`config.mk`:
```
export PLATFORM = sky130hd
export DESIGN_NAME = feature_load_scheduler
export DESIGN_NICKNAME = d
export VERILOG_FILES = /design/src/rtl/feature_load_scheduler_pkg.sv /design/src/rtl/feature_load_scheduler_addr_gen.sv /design/src/rtl/feature_load_scheduler.sv
export SDC_FILE = /design/constraint.sdc
export NUM_CORES = 1
export LEC_CHECK = 0
export CAP_MARGIN = 10
export CORE_ASPECT_RATIO = 0.5
export CORE_MARGIN = 2
export CORE_UTILIZATION = 50
export DETAILED_ROUTE_END_ITERATION = 16
export GPL_ROUTABILITY_DRIVEN = 0
export PLACE_DENSITY = 0.72
export SYNTH_ARGS = -nofsm -noshare
export SYNTH_HDL_FRONTEND = slang
export SYNTH_SLANG_ARGS = --single-unit
```
`constraint.sdc`:
```
create_clock -name system_clk -period 4.4 [get_ports system_clk]
set_input_delay 1.32 -clock system_clk [delete_from_list [all_inputs] [get_ports system_clk]]
set_output_delay 1.32 -clock system_clk [all_outputs]
set_load 0.01 [all_outputs]
```
`src/rtl/feature_load_scheduler_pkg.sv`:
```
// feature_load_scheduler_pkg: shared state encoding and default sizing for the feature load scheduler
`ifndef MEM_DATA_WIDTH
`define MEM_DATA_WIDTH 512
`endif
package feature_load_scheduler_pkg;
  typedef enum logic [2:0] {
    S_IDLE,
    S_RST,
    S_RST_WAIT,
    S_REQ,
    S_DATA,
    S_DRAIN,
    S_DONE
  } state_e;
  localparam int BURST_LEN_DEF = 16;
  localparam int PREFILL_WORDS_DEF = 64;
  localparam int RST_WAIT_DEF = 16;
  localparam int BYTES_PER_BEAT = `MEM_DATA_WIDTH / 8;
endpackage

```
`src/rtl/feature_load_scheduler_addr_gen.sv`:
```
// burst_addr_gen: per-patch remaining/issued/written counters with next burst address and length
module burst_addr_gen
  import feature_load_scheduler_pkg::*;
#(
  parameter int AW  = 32,
  parameter int BL  = BURST_LEN_DEF,
  parameter int BPB = BYTES_PER_BEAT
) (
  input  logic          clk,
  input  logic          rst_n,
  input  logic          init,
  input  logic          issue,
  input  logic          beat,
  input  logic [17:0]   words,
  input  logic [AW-1:0] base,
  input  logic [7:0]    len,
  output logic [17:0]   rem,
  output logic [17:0]   wr_next,
  output logic [AW-1:0] next_addr,
  output logic [7:0]    next_len
);
  logic [17:0] rem_q, rem_d, iss_q, iss_d, wr_q, wr_d;
  logic [AW-1:0] base_q, base_d;
  always_comb begin
    rem_d  = init ? words : issue ? rem_q - 18'(len) : rem_q;
    iss_d  = init ? '0 : issue ? iss_q + 18'(len) : iss_q;
    wr_d   = init ? '0 : wr_q + 18'(beat);
    base_d = init ? base : base_q;
  end
  always_ff @(posedge clk or negedge rst_n) begin
    if (!rst_n) begin
      rem_q  <= '0;
      iss_q  <= '0;
      wr_q   <= '0;
      base_q <= '0;
    end else begin
      rem_q  <= rem_d;
      iss_q  <= iss_d;
      wr_q   <= wr_d;
      base_q <= base_d;
    end
  end
  assign rem       = rem_q;
  assign wr_next   = wr_d;
  assign next_addr = base_q + AW'(iss_q) * AW'(BPB);
  assign next_len  = rem_q < 18'(BL) ? rem_q[7:0] : 8'(BL);
endmodule

```
`src/rtl/feature_load_scheduler.sv`:
```
// feature_load_scheduler: sequences one feature_buffer load pass from layer command to layer completion
module feature_load_scheduler
  import feature_load_scheduler_pkg::*;
#(
  parameter int MEM_ADDR_WIDTH = 32,
  parameter int MEM_DATA_WIDTH = `MEM_DATA_WIDTH,
  parameter int BURST_LEN      = BURST_LEN_DEF,
  parameter int PREFILL_WORDS  = PREFILL_WORDS_DEF,
  parameter int RST_WAIT       = RST_WAIT_DEF
) (
  input  logic                      system_clk,
  input  logic                      rst_n,
  input  logic                      layer_start,
  input  logic [9:0]                cfg_row_size,
  input  logic [9:0]                cfg_col_size,
  input  logic                      cfg_double_patch,
  input  logic [MEM_ADDR_WIDTH-1:0] cfg_base_addr_1,
  input  logic [MEM_ADDR_WIDTH-1:0] cfg_base_addr_2,
  output logic                      layer_busy,
  output logic                      layer_done,
  output logic                      mem_rd_req,
  output logic [MEM_ADDR_WIDTH-1:0] mem_rd_addr,
  output logic [7:0]                mem_rd_len,
  input  logic                      mem_rd_ack,
  input  logic                      mem_rd_data_valid,
  output logic                      load_feature_begin,
  output logic                      compute_begin,
  input  logic                      compute_finish,
  output logic                      feature_buffer_1_valid,
  output logic                      feature_buffer_2_valid,
  input  logic                      feature_buffer_1_ready,
  input  logic                      feature_buffer_2_ready,
  output logic                      feature_double_patch
);
  localparam int BPB = MEM_DATA_WIDTH / 8;
  state_e state_q, state_d;
  logic dbl_q, dbl_d, p_q, p_d, fin_q, fin_d, cbf_q, cbf_d, req_q, req_d;
  logic busy_q, busy_d, done_q, done_d, lfb_q, lfb_d, cb_q, cb_d;
  logic [7:0] beats_q, beats_d, len_q, len_d, wait_q, wait_d;
  logic [17:0] words_q, words_d, words_in, target;
  logic [19:0] pix;
  logic [MEM_ADDR_WIDTH-1:0] addr_q, addr_d;
  logic [17:0] rem [2];
  logic [17:0] wr_next [2];
  logic [MEM_ADDR_WIDTH-1:0] next_addr [2];
  logic [7:0] next_len [2];
  logic [1:0] rem_nz, rdy, issue, beat_w;
  logic init, zero, last, launch, pref, sel, rdy_all, pre_ok, issue_any, beat_any, fin_now;
  assign pix       = 20'(cfg_row_size) * 20'(cfg_col_size);
  assign words_in  = 18'((pix + 20'd3) >> 2);
  assign zero      = cfg_row_size == 10'd0 || cfg_col_size == 10'd0;
  assign init      = state_q == S_IDLE && layer_start;
  assign rdy       = {feature_buffer_2_ready, feature_buffer_1_ready};
  assign rdy_all   = rdy[0] && (!dbl_q || rdy[1]);
  assign rem_nz    = {rem[1] != 18'd0, rem[0] != 18'd0};
  assign issue_any = state_q == S_REQ && req_q && mem_rd_ack;
  assign beat_any  = state_q == S_DATA && mem_rd_data_valid;
  assign last      = beat_any && beats_q == 8'd1;
  assign launch    = (state_q == S_REQ && !req_q) || (last && |rem_nz);
  assign pref      = state_q == S_DATA ? dbl_q & ~p_q : p_q;
  assign sel       = rem_nz[pref] ? pref : ~pref;
  assign target    = words_q < 18'(PREFILL_WORDS) ? words_q : 18'(PREFILL_WORDS);
  assign pre_ok    = wr_next[0] >= target && (!dbl_q || wr_next[1] >= target);
  assign fin_now   = fin_q || compute_finish;
  for (genvar i = 0; i < 2; i++) begin : g_patch
    assign issue[i]  = issue_any && p_q == 1'(i);
    assign beat_w[i] = beat_any && p_q == 1'(i);
    burst_addr_gen #(.AW(MEM_ADDR_WIDTH), .BL(BURST_LEN), .BPB(BPB)) u_gen (
      .clk       (system_clk),
      .rst_n     (rst_n),
      .init      (init),
      .issue     (issue[i]),
      .beat      (beat_w[i]),
      .words     ((i == 0 || cfg_double_patch) ? words_in : 18'd0),
      .base      (i == 0 ? cfg_base_addr_1 : cfg_base_addr_2),
      .len       (len_q),
      .rem       (rem[i]),
      .wr_next   (wr_next[i]),
      .next_addr (next_addr[i]),
      .next_len  (next_len[i])
    );
  end
  always_comb begin
    state_d = state_q;
    unique case (state_q)
      S_IDLE:     state_d = layer_start ? (zero ? S_DONE : S_RST) : S_IDLE;
      S_RST:      state_d = S_RST_WAIT;
      S_RST_WAIT: state_d = wait_q == 8'(RST_WAIT - 1) && rdy_all ? S_REQ : S_RST_WAIT;
      S_REQ:      state_d = issue_any ? S_DATA : S_REQ;
      S_DATA:     state_d = last ? (|rem_nz ? S_REQ : S_DRAIN) : S_DATA;
      S_DRAIN:    state_d = fin_now ? S_DONE : S_DRAIN;
      S_DONE:     state_d = S_IDLE;
      default:    state_d = S_IDLE;
    endcase
    dbl_d   = init ? cfg_double_patch : dbl_q;
    words_d = init ? words_in : words_q;
    p_d     = init ? 1'b0 : launch ? sel : p_q;
    fin_d   = init ? 1'b0 : fin_q | (compute_finish && state_q != S_IDLE);
    cb_d    = state_q == S_DATA && !cbf_q && pre_ok;
    cbf_d   = init ? 1'b0 : cbf_q | cb_d;
    req_d   = launch ? rdy[sel] : req_q && !mem_rd_ack;
    addr_d  = launch && rdy[sel] ? next_addr[sel] : addr_q;
    len_d   = launch && rdy[sel] ? next_len[sel] : len_q;
    beats_d = issue_any ? len_q : beat_any ? beats_q - 8'd1 : beats_q;
    wait_d  = state_q != S_RST_WAIT ? 8'd0 : wait_q == 8'(RST_WAIT - 1) ? wait_q : wait_q + 8'd1;
    done_d  = (state_q == S_DRAIN && fin_now) || (state_q == S_DONE && !done_q);
    busy_d  = init ? 1'b1 : done_d ? 1'b0 : busy_q;
    lfb_d   = init && !zero;
  end
  always_ff @(posedge system_clk or negedge rst_n) begin
    if (!rst_n) begin
      state_q <= S_IDLE;
      dbl_q   <= 1'b0;
      words_q <= '0;
      p_q     <= 1'b0;
      fin_q   <= 1'b0;
      cb_q    <= 1'b0;
      cbf_q   <= 1'b0;
      req_q   <= 1'b0;
      addr_q  <= '0;
      len_q   <= '0;
      beats_q <= '0;
      wait_q  <= '0;
      done_q  <= 1'b0;
      busy_q  <= 1'b0;
      lfb_q   <= 1'b0;
    end else begin
      state_q <= state_d;
      dbl_q   <= dbl_d;
      words_q <= words_d;
      p_q     <= p_d;
      fin_q   <= fin_d;
      cb_q    <= cb_d;
      cbf_q   <= cbf_d;
      req_q   <= req_d;
      addr_q  <= addr_d;
      len_q   <= len_d;
      beats_q <= beats_d;
      wait_q  <= wait_d;
      done_q  <= done_d;
      busy_q  <= busy_d;
      lfb_q   <= lfb_d;
    end
  end
  assign layer_busy             = busy_q;
  assign layer_done             = done_q;
  assign mem_rd_req             = req_q;
  assign mem_rd_addr            = addr_q;
  assign mem_rd_len             = len_q;
  assign load_feature_begin     = lfb_q;
  assign compute_begin          = cb_q;
  assign feature_buffer_1_valid = beat_w[0];
  assign feature_buffer_2_valid = beat_w[1];
  assign feature_double_patch   = dbl_q;
endmodule

```
# Yosys cells after proc, flatten, opt, wreduce, memory -nomap -nowiden
# Cells that the tools add are included.
# op_classes
add_sub_neg,11
mul,1
div,0
order_cmp,8
eq_ne,10
n_shift,0
muxes,45
bitwise_logic,6
n_reduce_logical,46
# ops
cell,count
18-bit 2-to-1 mux,12
32-bit 2-to-1 mux,3
8-bit 2-to-1 mux,9
32-bit by 24-bit adder with 32-bit output,2
18-bit by 1-bit adder with 18-bit output,2
18-bit by 8-bit adder with 18-bit output,2
18-bit >= comparator,2
18-bit by 5-bit less-than comparator with 1-bit output (second input constant),2
18-bit nonzero test,2
18-bit by 8-bit subtractor with 18-bit output,2
1-bit logical AND,22
20-bit by 2-bit adder with 20-bit output (second input constant),1
10-bit logical NOT,2
10-bit by 10-bit multiplier with 20-bit output,1
18-bit by 7-bit less-than comparator with 1-bit output (second input constant),1
3-bit case mux with 6 select lines,1
3-bit 2-to-1 mux,5
1-bit 2-to-1 mux,14
2-bit nonzero test,5
3-bit equality test (second input constant),3
8-bit by 1-bit adder with 8-bit output (second input constant),1
8-bit by 1-bit equality test with 1-bit output (second input constant),1
8-bit by 4-bit equality test with 1-bit output (second input constant),1
8-bit by 1-bit subtractor with 8-bit output (second input constant),1
other kinds (16),30
# totals
regBits,258
latch_bits,0
ram_bits,0
romBits,0
output_inout_bits,48
word_cells,150
mem_count,0

# Logic depth before layout (Yosys ltp)
# Gate-level depths: netlist of run 1.
# logic_depth
ltp_word,11
depth_mapped,21
ltp_nobuf,20

# By module
# A second synthesis of run 1 with hierarchy kept.
# hier_totals
cells_unflattened,2125
hier_area_um2,19859.0
# modules_own_cells
mod,instances,cells_per_inst,area_per_inst_um2,seq_area_each_um2
feature_load_scheduler,1,933,8598.2,2152.1
burst_addr_gen (g_patch[1].u_gen),1,609,5662.9,2152.1
burst_addr_gen (g_patch[0].u_gen),1,583,5597.9,2152.1

# Least setup slack after synthesis of run 1
# OpenSTA, ideal clock, no wires.
# synth_path
path_kind,input port to flip-flop
start,input port cfg_col_size[3]
end,register g_patch[1].u_gen.rem_q[15]
t_arrival_ps,6057
required_ps,4262
setup_slack_ps,-1795
path_stages,19
n_path_buf,1
path_cell_list,clkbuf_1 > nand2_1 > fa_1 > inv_1 > fa_1 > inv_1 > fa_1 > inv_1 > fa_1 > inv_1 > fa_1 > inv_1 > ha_1 > or4_1 > o21bai_1 > o211ai_1 > a31oi_1 > xor2_1 > o22ai_1
# synth_between
elab_chain_cells,4
# synth_lines
element,line_no,source
start: declaration,feature_load_scheduler.sv:15,"input logic [9:0] cfg_col_size,"
10-bit by 10-bit multiplier with 20-bit output,feature_load_scheduler.sv:49,assign pix = 20'(cfg_row_size) * 20'(cfg_col_size);
20-bit by 2-bit adder with 20-bit output,feature_load_scheduler.sv:50,assign words_in = 18'((pix + 20'd3) >> 2);
18-bit 2-to-1 mux,feature_load_scheduler.sv:74,".words ((i == 0 || cfg_double_patch) ? words_in : 18'd0),"
18-bit 2-to-1 mux,feature_load_scheduler_addr_gen.sv:25,rem_d = init ? words : issue ? rem_q - 18'(len) : rem_q;
end signal: assignment,feature_load_scheduler_addr_gen.sv:37,rem_q <= rem_d;
end: declaration,feature_load_scheduler_addr_gen.sv:22,"logic [17:0] rem_q, rem_d, iss_q, iss_d, wr_q, wr_d;"
# No other way between the ends.
# A chain may end at the register's enable or synchronous reset.

# Final worst setup path of run 1
# layout_path
start,input port cfg_col_size[3]
end,register g_patch[0].u_gen.rem_q[14]
# layout_between
elab_chain_cells,3
# layout_lines
element,line_no
10-bit by 10-bit multiplier with 20-bit output,feature_load_scheduler.sv:49
20-bit by 2-bit adder with 20-bit output,feature_load_scheduler.sv:50
18-bit 2-to-1 mux,feature_load_scheduler_addr_gen.sv:25
end signal: assignment,feature_load_scheduler_addr_gen.sv:37
end: declaration,feature_load_scheduler_addr_gen.sv:22
# No other way between the ends.

==> metrics, run 1 <==
status=finished, violations left; failing checks=setup timing; CP Max Fanout=3; f_max=182.7 MHz; total grt overflow=0; hold path cells=2; ANT nets after route=0; Starting Density=50.43%; Fin. Hold Viols=0; num ports=141; buffers and inverters on the worst path=9; main combinational cell family by area after synthesis=simple AND/OR/NAND/NOR gates; area fraction in compound gates after synthesis=13.64%; die area=roughly 0.039 sq mm; pre-CTS setup slack=-2214 ps; top cells by area, synth=dfrtp_1 34%, ha_1 11%, nand2_1 7.5%; CTS tree=yes; Die X-Extent=between 200 and 300 um; CORE AREA=about 0.037 sq mm; simple-gate share of the synthesized area=about a fifth; relative slew slack=42.81%; Die Span Y=between 100 and 150 um; placed cell area=0.02184 sq mm; vias in the first global route=15.79k; Final period util=124.4%; H-tree depth=1; TritonRoute pass-1 iters=5; max cap viols=0; PD cells=597.6 mW/mm^2; first-pass GRT wire length=79080 um; synthesized instance count=between 2k and 2.5k; drt total wl=47740 um; initial antenna violation count=0; nets@finish=2728; Clock Skew=a little over 8 ps; Rows=50; max incr delay on CP=520 ps; routed via count=approximately 16k; Post-Layout Inst Area=approximately 0.023 sq mm; VDD IR max=roughly 390 uV; Port Buffers=140; met3 wire len=1907 um; CTS Buf Count=26; ys async rst share=100.0%; worst path arrival time=5950 ps; Synth Area per Inst=around 9 sq um; worst setup margin=-1073 ps; CP endpoint kind=flop; met2 WL=about 23000 um; Post-Syn Area=0.01877 sq mm; final worst path period need=approximately 5500 ps; total track usage=24.39%; CP top delay family=adder cells; total number of yosys warnings=0; worst setup path class=primary input to flop; Synth Area in Adders=18.42%; clock root buffer=clkbuf_16; post-synth cell types=68; XOR/XNOR Fraction of Synth Area=6.532%; CTS Buffer Depth=3; WL met1=21480 um; CP max stage cell=or4_4; hold crit path type=flop to flop; hpwl dp=35470 um; number of synthesized flops with an enable pin=0; Synth Flop Type=dfrtp_1; RSZ-0062 raised after global routing=yes; Crit path depth=23; DR WL/cell=16.38 um; Pwr Total=13.98 mW; Yosys reg bits=258; Register-to-Register Path Depth=17; Crit path top cell by count=fa_1; cell chain of the critical path=buf_8, buf_6, buf_6, nand2_4, fa_1, inv_1, fa_1, inv_1, fa_1, inv_1, fa_1, inv_1, fa_1, inv_2, ha_4, o211ai_1, o2bb2ai_2, or4_4, buf_6, a31oi_4, xor2_2, nand2_1, o21ai_1; number of DRC markers in iteration 0=948; highest routed layer=met4; drt via density=5.486; Area Overhead vs Synth=24.62%; top cell type's share of synthesized area=34.40%; Slew @ Worst Pin=854.7 ps; sequential-to-total area share from yosys stat=approximately a third; Synth area leader=dfrtp_1; ANT cells=0; clk_lat worst skew=550 ps; hold buffers post-CTS=0; Reg clk slew, reported paths=60 ps; Startpoint Class=primary input; mux share of post-synthesis cell area=1.533%; leakage=11.11 nW; largest net degree at the start of global routing=103; fin. max-slew vios=0; Setup violations, final=42; share of cells above drive strength 1=approximately 14%; WP data required=4880 ps; clk sinks=258; Residual DRC=0
## layout by cell type, fill, tap and decap left out, types with 9 or more instances in the layout
cell               n
o21ai_1           17
ha_4              13
dfrtp_1          258
nand2_1          364
nand4_1           16
buf_4            149
or3_1             20
nor2b_1           20
o21a_1            15
xor2_1            51
or4_1              9
nand3_1           61
nor2_1           128
conb_1            22
xnor2_1           80
nor4_1            16
and3_1            24
fa_1              65
a31oi_1           14
a21oi_1           98
clkdlybuf4s50_1  119
o211ai_1          17
buf_6             21
ha_1             152
inv_1            106
o22ai_1           10
o21ai_0          121
a21o_1            31
inv_2             11
mux2i_1           25
clkbuf_16         27
nand2b_1          14
a211oi_1          18
nor3_1            38
and2_1            66
## area by class of cell
type / instances / area, sq um
Timing Repair Buffer: 306 / 2730
Clock inverter: 10 / 127.6
Clock buffer: 38 / 777.0
Fill cell: 3103 / 13830
Tap cell: 494 / 618.1
Multi-Input combinational cell: 1690 / 12240
Inverter: 118 / 445.4
Sequential cell: 258 / 6456
## layer usage
| metal | GRT usage [%] | vias to the layer above |
|---|---|---|
| li1 | - | 7837 |
| met1 | 32.48 | 7714 |
| met2 | 42.58 | 346 |
| met3 | 2.817 | 90 |
| met4 | 6.344 | 0 |
| met5 | 0 | - |
## cell usage after synthesis (all sizes together) (31+ instances only)
| master | number |
|---|---|
| xor2 | 55 |
| fa | 69 |
| dfrtp | 258 |
| nand2 | 377 |
| clkbuf | 79 |
| and2 | 74 |
| ha | 166 |
| a21o | 31 |
| xnor2 | 85 |
| nand3 | 64 |
| nor3 | 39 |
| inv | 118 |
| o21ai | 141 |
| nor2 | 131 |
| a21oi | 106 |
## final timing paths
kind                                       startpoint                     endpoint  slack [ps]
min in group asynchronous                       rst_n     g_patch[0].u_gen.wr_q[9]         790
max                                   cfg_col_size[3]     g_patch[0].u_gen.rem[14]       -1070
max in group asynchronous                       rst_n  g_patch[1].u_gen.base_q[30]        2730
min reg2reg                g_patch[1].u_gen.base_q[4]   g_patch[1].u_gen.base_q[4]         470
min                        g_patch[1].u_gen.base_q[4]   g_patch[1].u_gen.base_q[4]         470
max reg2reg                                state_q[0]                compute_begin         550
## power by group
part           switching, mW  total, mW  leakage, nW  internal (mW)
sequential             0.717       3.86         3.36           3.14
combinational           4.06       7.76         7.31           3.69
clock                  0.963       2.36        0.448           1.40
total                   5.74       14.0         11.1           8.23
## sequential cells by signal, indices dropped and copies added, names as in the netlist
signal and count:
mem_rd_addr 32, p_q 1, beats_q 8, wait_q 8, words_q 18, g_patch.u_gen.base_q 64, mem_rd_req 1, cbf_q 1
compute_begin 1, load_feature_begin 1, mem_rd_len 8, feature_double_patch 1, g_patch.u_gen.wr_q 36, state_q 3, g_patch.u_gen.iss_q 36, g_patch.u_gen.rem 36
layer_done 1, fin_q 1, layer_busy 1
## stage by stage
| step | hold WS [ps] | utilization (%) | std cells | setup TNS (ps) |
|---|---|---|---|---|
| finish | 471.0 | 62.84 | 2914 | -32640 |
| global route | 493.8 | 62.84 | 2914 | -38870 |
| CTS | 478.1 | 62.20 | 2912 | -30340 |
| detailed placement | 462.9 | 58.68 | 2851 | -87600 |
| global placement | 459.5 | 58.68 | 2851 | -84460 |
| floorplan | 403.1 | - | 2158 | -42110 |
## worst reg2reg max path: stages, from the launching register on
cell and delay [ps]:
dfrtp_1 380, nor2_1 340, and3_1 240, and2_4 190, ha_1 190, ha_1 230
nand3_4 140, or3_1 350, a21oi_2 180, ha_1 260, a21o_1 160, a21oi_1 170
nor2_1 60, o41a_1 330, o21ai_2 150, a21oi_2 80, nor2b_2 160, buf_4 140
## kinds of logic after synthesis
family          after synthesis
compound gates              420
simple gates                845
xor+xnor                    140
buf+inv                     210
mux                          28
fa+ha+maj                   235
flops                       258
other cells                   1
## repair_timing
action	CTS	global route
hold endpoints to repair	0	0
setup buffers	14	3
gates resized for setup	162	47
pin swaps	72	28
setup endpoints to repair	50	47
No activity file was read; power rests on OpenSTA's default activity.
==> run 2, diff against run 1 <==
ABC_AREA = 1   (was not set)
CTS_BUF_LIST = sky130_fd_sc_hd__clkbuf_8   (was not set)
PLACE_DENSITY = 0.71   (was 0.72)
==> run 2 against run 1 <==
Compared with the run above: the run still ends with setup timing left; critical endpoint is now g_patch[1].u_gen.rem[8]; combinational power rose by 20%; highest routed layer unchanged; via count rose by 28%; non-clock buffer count fell by 31; clock power hardly changed; sequential share of layout area fell by 2.9 points; register-to-register slack better by 210 ps; die area rose by 13%; global-route usage grew 2.6 points; worst setup slack improved by 430 ps; wire length grew 26%; area after synthesis rose by 14%.
==> metrics, run 2 <==
status=finished, violations left; failing checks=setup timing; CP Max Fanout=4 (+1); total track usage=27.01% (+2.6 points); synthesized instance count=3091 (+45%); fin. max-slew vios=0 (unchanged); Area Overhead vs Synth=22.46%; hpwl dp=44940 um (+27%); ys async rst share=100.0% (unchanged); Yosys reg bits=258 (unchanged); max cap viols=0 (unchanged); Register-to-Register Path Depth=26 (+9); number of synthesized flops with an enable pin=0 (unchanged); largest net degree at the start of global routing=98 (-4.9%); synth cell count leaders=1075 x nand2_1, 439 x inv_1, 258 x dfrtp_1; die area=0.04446 sq mm (+13%); VDD IR max=451.5 uV (+15%); Fin Setup TNS=-22260 ps (+10380 ps); Die X-Extent=296.2 um (+6.5%); ANT cells=0 (unchanged); worst setup path class=primary input to flop; PD cells=595.4 mW/mm^2 (-0.36%); area fraction in compound gates after synthesis=7.579% (-6.1 points); total number of yosys warnings=0 (unchanged); H-tree depth=2 (+1); CTS Buffer Depth=3 (unchanged); drt via density=5.179 (-5.6%); Fin. Hold Viols=0 (unchanged); worst setup margin=-638.5 ps (+434.7 ps); main combinational cell family by area after synthesis=simple AND/OR/NAND/NOR gates; clk sinks=258 (unchanged); initial antenna violation count=0 (unchanged); Synth Area in Adders=16.20% (-2.2 points); most common cell after layout, fill and taps aside=nand2_1; pre-CTS setup slack=-1731 ps (+482.6 ps); Clock Skew=45.79 ps (+37.70 ps); num ports=141 (unchanged); multi-input logic area=0.01379 sq mm (+13%); ANT nets after route=0 (unchanged); worst path arrival time=5520 ps (-430 ps); Synth area leader=dfrtp_1; CTS tree=yes; WP data required=4880 ps (about the same); Startpoint Class=primary input; Post-Syn Area=0.02135 sq mm (+14%); drt total wl=60280 um (+26%); Rows=53 (+6.0%); mux share of post-synthesis cell area=0% (-1.5 points); share of cells above drive strength 1=13.46% (-0.80 points); Internal=8.300 mW (+0.80%); top cells by area, synth=dfrtp_1 30%, nand2_1 19%, ha_1 9.7%; Residual DRC=0 (unchanged); top cell type's share of synthesized area=30.25% (-4.1 points); Starting Density=50.77% (+0.34 points); sequential cell area=0.006456 sq mm (unchanged); Die Span Y=150.1 um (+6.5%); hold buffers post-CTS=0 (unchanged); Reg clk slew, reported paths=70 ps (about the same); first-pass GRT wire length=97420 um (+23%); final worst path period need=5039 ps (-434.7 ps); nets@finish=3686 (+35%); hold path cells=2 (unchanged); Clk network pwr share=15.3% (-1.6 points); CORE AREA=0.04204 sq mm (+13%); most frequent cell after synthesis=nand2_1; Biggest register=g_patch.u_gen.base_q; Setup violations, final=42 (unchanged); Final period util=114.5% (-9.9 points); TritonRoute pass-1 iters=7 (+2); routed via count=20.54k (+28%); clock root buffer=clkbuf_8; Sequential Power Share=24.8% (-2.8 points); hold_ws=482.3 ps (+11.31 ps); number of DRC markers in iteration 0=1423 (+50%); DR WL/cell=15.20 um (-7.2%); simple-gate share of the synthesized area=33.85% (+13 points); Synth Flop Type=dfrtp_1; leakage=13.99 nW (+26%); total grt overflow=0 (unchanged); Synth Area per Inst=6.906 sq um (-21%); CTS Buf Count=43 (+65%); RSZ-0062 raised after global routing=yes; CP endpoint kind=flop; combinational share of power=59.9% (+4.4 points); hold crit path type=flop to flop; XOR/XNOR Fraction of Synth Area=2.380% (-4.2 points); most frequent cells in the layout=1022 x nand2_1, 433 x inv_1, 258 x dfrtp_1; Largest register FFs=64 (unchanged); Switching Share=46.68% (+5.6 points); Slew @ Worst Pin=877.3 ps (+22.50 ps); f_max=198.5 MHz (+8.6%); fill count=3901 (+26%); clk_lat worst skew=620 ps (+70 ps); relative slew slack=41.45% (-1.4 points); post-layout util=62.17% (-0.67 points); vias in the first global route=19.58k (+24%); sequential-to-total area share from yosys stat=30.25% (-4.1 points); post-synth cell types=50 (-26%); P_sw=7.265 mW (+26%); Port Buffers=140 (unchanged)
==> run 2: cell families (layout without fill, tap and decap cells) <==
kind of cell    after synthesis  after routing
compound gates              299            299
xor+xnor                     58             58
fa+ha+maj                   235            235
buf+inv                     525            802
flops                       258            258
other cells                   1             22
simple gates               1715           1715
==> run 2: power by group through the flow <==
stage	combinational [mW]	clock, mW	sequential [mW]
after floorplan	5.39	0	3.73
after global placement	7.81	0	3.87
after detailed placement	7.96	0	3.88
after CTS	8.70	2.40	3.85
after global routing	10.3	2.52	3.95
final	9.32	2.38	3.86
==> run 2: area by class of cell <==
cell class,instances,share of cell area [%]
tap,577,2.762
multi-input combinational,2329,52.77
timing repair buffer,275,9.769
clock inverter,25,0.8329
clock buffer,51,2.685
inverter,451,6.486
sequential,258,24.70
==> run 2: layer usage <==
metal | share of wire (%) | wire (um) | GRT usage, % | up-vias
met4 | 2.5 | 1484 | 7.727 | 0
met2 | 46 | 27780 | 45.04 | 586
met3 | 5.3 | 3210 | 3.144 | 109
met1 | 46 | 27810 | 37.27 | 9568
li1 | - | - | - | 10276
met5 | 0 | 0 | 0 | -
==> run 2: timing repair <==
action | CTS | global route
buffers inserted | 4 | 6
pin swaps | 63 | 56
gates resized for setup | 169 | 135
endpoints found under the setup margin | 50 | 50
==> run 2: path summary, 6_finish.rpt <==
check	startpoint	end	slack, ps
worst max-delay path	cfg_row_size[5]	g_patch[1].u_gen.rem[8]	-640
min in group asynchronous	rst_n	g_patch[1].u_gen.base_q[6]	770
max in group asynchronous	rst_n	mem_rd_addr[16]	2750
worst min register to register	mem_rd_addr[5]	mem_rd_addr[5]	480
worst max register to register	state_q[1]	cbf_q	760
worst min-delay path	mem_rd_addr[5]	mem_rd_addr[5]	480
==> run 2: stage by stage <==
step / instance area [sq um] / total power, mW / cells
4_1_cts: 25610 / 14.95 / 3961
5_1_grt: 26140 / 16.76 / 3966
2_1_floorplan: 21820 / 9.115 / 3112
6_report: 26140 / 15.57 / 3966
3_5_place_dp: 24350 / 11.84 / 3881
3_3_place_gp: 24350 / 11.69 / 3881
==> run 2: worst max-delay path: stages <==
cell and delay [ps]:
buf_6 70, buf_6 90, buf_6 100, buf_4 120, nand2_2 50, fa_1 500, inv_1 50, fa_1 520
ha_4 210, fa_1 540, inv_1 60, fa_1 530, inv_1 60, ha_4 250, a21o_1 220, nand2_2 90
nand2_2 70, inv_2 80, nand3_4 100, or2_4 260, nand3_1 70, nand2_1 50, nand2_1 60, nand2_1 50
==> RTL change 1, RTL diff (flow settings as in run 1) <==
Encoding of `state_e`: now one-hot (7 bits for 7 states).
--- a/src/rtl/feature_load_scheduler_pkg.sv
+++ b/src/rtl/feature_load_scheduler_pkg.sv
@@ -5,10 +5,10 @@
 package feature_load_scheduler_pkg;
-  typedef enum logic [2:0] {
-    S_IDLE,
-    S_RST,
-    S_RST_WAIT,
-    S_REQ,
-    S_DATA,
-    S_DRAIN,
-    S_DONE
+  typedef enum logic [6:0] {
+    S_IDLE     = 7'b0000001,
+    S_RST      = 7'b0000010,
+    S_RST_WAIT = 7'b0000100,
+    S_REQ      = 7'b0001000,
+    S_DATA     = 7'b0010000,
+    S_DRAIN    = 7'b0100000,
+    S_DONE     = 7'b1000000
   } state_e;
Behaviour: no difference found for any inputs over 10 cycles, from zero or initial values and one cycle with rst_n low; not proved beyond that.
==> RTL change 1 against run 1 <==
- the run still ends with negative setup slack left
- area after synthesis rose by 4.4%
- sequential power decreased by 8.5%
- largest power group unchanged
- critical path type unchanged
- via count increased by 9.7%
- wire length is 14% higher
- global-route usage is 1.4 points higher
- design area is 5.5% higher
- power rose by 0.19%
- worst setup slack got worse by 38 ps
- first-iteration DRC count increased by 33%
- sequential cell count increased by 4
- clock power decreased by 6%
- sequential share of layout area down 1.0 points
==> RTL change 1: results (changes against run 1) <==
Worst setup path
  – Worst Path Arrival: 5950 ps (about the same)
  – Crit-path max FO: 4 (+1)
  – Worst r2r src: state_q[5]
  – FF-to-FF setup slack: 430 ps (-120 ps)
  – Critical Path Source: cfg_row_size[5]

Timing
  – Endpoints failing setup: 44 (+4.8%)
  – PnR worst setup slack: -1111 ps (-37.51 ps)
  – Slew headroom: 36.09% (-6.7 points)
  – Fin Clk Skew: 8.808 ps (+0.7183 ps)

Power
  – Peak VDD IR: 456.3 µV (+16%)
  – Pleak: 11.45 nW (+3.1%)

Synthesis
  – Mapped Avg Cell Area: 8.679 µm² (-1.2%)
  – Ys async rst share: 100.0% (unchanged)
  – Post-synthesis mux area share: 1.213% (-0.32 points)
  – Synth top cells by count: nand2_1 (381), dfrtp_1 (261), nor2_1 (175), ha_1 (166), a21oi_1 (132)
  – Post-synthesis compound-gate area fraction: 15.66% (+2.0 points)
  – Top_reg_cell synth: dfrtp_1
  – Netlist cell types: 80 (+18%)
  – Adder-Cell Fraction of Synth Area: 17.65% (-0.78 points)
  – Post-Synth XOR/XNOR Area: 4.871% (-1.7 points)
  – Synth warn: 0 (unchanged)
  – Top cells by area, synth: dfrtp_1 (33%), ha_1 (11%), nand2_1 (7.3%)
  – Seq/Total Area, Yosys: 33.46% (-0.93 points)

Cells and area
  – Final Instance Count excl. Fillers: 3080 (+5.7%)
  – Layout net count: 2860 (+4.8%)
  – Number of antenna diodes: 0 (unchanged)
  – Fillers: 3267 (+5.3%)
  – Max FFs per register: 64 (unchanged)
  – Layout cells sized above 1: 16.31% (+2.1 points)
  – Biggest register: g_patch.u_gen.base_q

Worst hold path
  – Worst Hold Launch: cbf_q
  – Worst hold path type: flip-flop to flip-flop

Placement
  – Area after DPL: 0.02286 mm² (+4.7%)
  – Inst Count DP: 3012 (+5.6%)
  – # port buffers: 140 (unchanged)
  – Post-detail-place hpwl: 39350 µm (+11%)
  – Pre-CTS setup slack: -2123 ps (+91.16 ps)

Drt
  – Wirelength per Cell: 17.75 µm (+8.3%)
  – Vias per cell: 5.694 (+3.8%)
  – DRT Pass-1 Iters: 7 (+2)
  – DR iter-0 viols: 1258 (+33%)

Clock network
  – Root Buffer: clkbuf_16
  – Clk_lat worst skew: 560 ps
  – Clock buffer depth: 3 (unchanged)
  – Max H-tree Level: 1 (unchanged)
  – # hold bufs at CTS: 0 (unchanged)
  – CTS Buf Count: 26 (unchanged)
  – Worst-path clk slew: 60 ps (about the same)

GRT
  – Initial antenna violation count: 0 (unchanged)
  – Largest net degree at the start of global routing: 92 (-11%)
  – Global-route wire length before repair: 86640 µm (+9.6%)
  – Vias in the first global route: 17250 (+9.3%)
  – GRT Util Overall: 25.79% (+1.4 points)

Status
  – Failing checks: negative setup slack
  – Outcome: finished, violations left
## RTL change 1: cell types whose count changed in the layout (fill, tap and decap cells not counted), sizes merged, moves of 12 or more
cell / delta
a21oi: +27
o21ai: -22
nor2: +44
inv: +12
a31oi: +14
xnor2: -32
## RTL change 1: critical path, cell delays in order
cell      delay (ps)
buf_6             90
buf_6            110
and2_4           150
fa_1             490
inv_2             40
fa_1             480
inv_1             50
fa_1             450
fa_1             510
inv_1             50
fa_1             480
inv_2             50
ha_4             240
a21oi_4          190
o21ai_2          110
a211oi_4         360
o41ai_2          120
a21oi_2          190
xnor2_2          120
a221o_1          340
## RTL change 1: path summary, 6_finish.rpt
check	to	depth (start not counted)
max reg2reg	cbf_q	18
min	compute_begin	1
max	g_patch[0].u_gen.rem[16]	20
min in group asynchronous	g_patch[0].u_gen.base_q[3]	1
min reg2reg	compute_begin	1
max in group asynchronous	state_q[0]	2
## RTL change 1: cell type report
class	instances	area, µm²	area share (%)
clock inverter	8	50.05	0.2028
tap	530	663.1	2.687
sequential	262	6558	26.57
inverter	130	488.0	1.977
timing repair buffer	317	2849	11.54
clock buffer	38	777.0	3.149
multi-input combinational	1795	13290	53.87
## RTL change 1: routing by layer
| layer | wire length [µm] | up-vias | global-route usage, % |
|---|---|---|---|
| met3 | 2237 | 113 | 3.091 |
| met2 | 26370 | 441 | 44.63 |
| met4 | 1624 | 0 | 8.144 |
| met5 | 0 | - | 0 |
| met1 | 24420 | 8575 | 34.20 |
| li1 | - | 8407 | - |
## RTL change 1: repair_timing
| item | CTS | global route |
|---|---|---|
| hold endpoints to repair | 0 | 0 |
| buffers inserted | 14 | 18 |
| pin swaps | 49 | 88 |
| gates resized for setup | 166 | 106 |
| endpoints found under the setup margin | 49 | 48 |
| gates cloned | 1 | 0 |
## RTL change 1: cells by family after synthesis
kind of cell / after synthesis
compound gates: 479
xor+xnor: 109
fa+ha+maj: 235
buf+inv: 222
flops: 262
mux: 23
other cells: 1
simple gates: 927
## RTL change 1: power by group
part	internal [W]	leakage (nW)	switching, W
combinational	0.00375	7.69	0.00453
sequential	0.00298	3.36	0.000543
clock	0.00122	0.410	0.000987
total	0.00795	11.5	0.00606
## RTL change 1: stage by stage
stage | power (W) | hold WS [ps] | setup TNS, ps
final | 0.01401 | 461.1 | -35860
after global routing | 0.01495 | 481.2 | -41410
after global placement | 0.009989 | 426.9 | -85190
after CTS | 0.01295 | 443.2 | -36810
after floorplan | 0.007789 | 409.5 | -41970
after detailed placement | 0.01016 | 434.1 | -89870
==> RTL change 2, RTL diff (flow settings as in run 1) <==
Without the edit above. `RST_WAIT_DEF`: 16 -> 8.
--- a/src/rtl/feature_load_scheduler_pkg.sv
+++ b/src/rtl/feature_load_scheduler_pkg.sv
@@ -16,3 +16,3 @@
   localparam int PREFILL_WORDS_DEF = 64;
-  localparam int RST_WAIT_DEF = 16;
+  localparam int RST_WAIT_DEF = 8;
   localparam int BYTES_PER_BEAT = `MEM_DATA_WIDTH / 8;
Check against the original RTL: no difference found for any inputs over 10 cycles, from zero or initial values and one cycle with rst_n low; that may be too few to reach the edited logic, so the function may still have changed.
==> RTL change 2 against run 1 <==
- the flow still finishes with violations (negative setup slack)
- hold slack got worse by 34 ps
- design area grew 0.48%
- area after synthesis did not move
- maximum frequency down 5.5%
- clock power increased by 8.9%
- critical path type unchanged
- largest power group unchanged
- power increased by 3.9%
- wire length grew 1.9%
- worst setup slack worse by 320 ps
- count of clock-buffer cells in the layout fell by 5
- sequential cell count unchanged
==> RTL change 2: results (changes against run 1) <==
GRT
  – Met2 Use GR: 43.51% (+0.93 points)
  – M1 GR Usage: 33.64% (+1.2 points)
  – Vias in the first global route: 16220 (+2.7%)
  – GRT Util Overall: 24.95% (+0.55 points)
  – Largest net degree at the start of global routing: 94 (-8.7%)
  – Global-route wire length before repair: 80610 µm (+1.9%)

Clock network
  – CTS Buf Count: 27 (+3.8%)

Timing
  – Hold slack: 436.5 ps (-34.48 ps)
  – Endpoints failing setup: 45 (+7.1%)
  – Slew headroom: 21.41% (-21 points)
  – Fin Clk Skew: 12.07 ps (+3.979 ps)
  – PnR worst setup slack: -1394 ps (-321.3 ps)
  – Setup TNS: -39560 ps (-6917 ps)

Drt
  – Vias per cell: 5.519 (+0.59%)
  – Wl on met1: 22460 µm (+4.6%)
  – Routed met3 length: 1802 µm (-5.5%)
  – DRT Pass-1 Iters: 6 (+1)
  – DR iter-0 viols: 1161 (+22%)
  – DR WL met2: 23170 µm (+0.70%)
  – WL final: 48640 µm (+1.9%)

Status
  – Outcome: finished, violations left
  – Failing checks: negative setup slack

Synthesis
  – Top cells by area, synth: dfrtp_1 (34%), ha_1 (11%), nand2_1 (7.6%)
  – Post-synthesis mux area share: 1.320% (-0.21 points)
  – Synth top cells by count: nand2_1 (380), dfrtp_1 (258), ha_1 (166), nor2_1 (139), o21ai_0 (134)
  – Post-synthesis compound-gate area fraction: 13.82% (+0.18 points)
  – Netlist cell types: 72 (+5.9%)

Worst setup path
  – Critical Path Source: cfg_row_size[2]
  – Worst Path Arrival: 6200 ps (+250 ps)
  – Crit path capture: g_patch[1].u_gen.rem[16]
  – Worst r2r src: state_q[2]
  – FF-to-FF setup slack: 760 ps (+210 ps)
  – Max stage delay cell, worst path: fa_1

Cells and area
  – Layout non-clock buf frac: 11.77% (+0.094 points)
  – Non-CTS buffers: 305 (-0.33%)
  – Multi-input gate share of total cell area: 51.90% (-0.42 points)
  – Clk tree area frac: 4.232% (+0.36 points)
  – Layout net count: 2743 (+0.55%)
  – Layout cells sized above 1: 14.83% (+0.57 points)
  – Clock buffers: 33 (-13%)
  – Non-clock inverters: 125 (+5.9%)
  – Fillers: 3098 (-0.16%)
  – Number of antenna diodes: 1 (+1)

Worst hold path
  – Min-Delay Endpoint: compute_begin
  – Hold Path Depth: 1 (-1)

Placement
  – Post-detail-place hpwl: 35830 µm (+1.0%)

Power
  – Peak VDD IR: 435.4 µV (+11%)
  – Pleak: 11.25 nW (+1.3%)
## RTL change 2: repair_timing
action,in CTS,in global routing
endpoints found under the setup margin,49,49
pin swaps,82,55
resized for setup,191,43
buffers inserted,21,7
## RTL change 2: report_power, final
group / switching, W / leakage (nW) / total (W) / internal, W
sequential: 0.000728 / 3.35 / 0.00390 / 0.00317
clock: 0.00101 / 0.487 / 0.00257 / 0.00156
combinational: 0.00420 / 7.42 / 0.00806 / 0.00386
total: 0.00593 / 11.3 / 0.0145 / 0.00860
## RTL change 2: through the flow
stage | cell area, µm² | worst slack [ps] | total power [W] | cells
floorplan | 19140 | -1714 | 0.008359 | 2162
global placement | 21800 | -2370 | 0.01100 | 2857
detailed placement | 21800 | -2444 | 0.01118 | 2857
CTS | 23330 | -1329 | 0.01431 | 2926
global route | 23500 | -1626 | 0.01562 | 2930
finish | 23500 | -1394 | 0.01453 | 2930
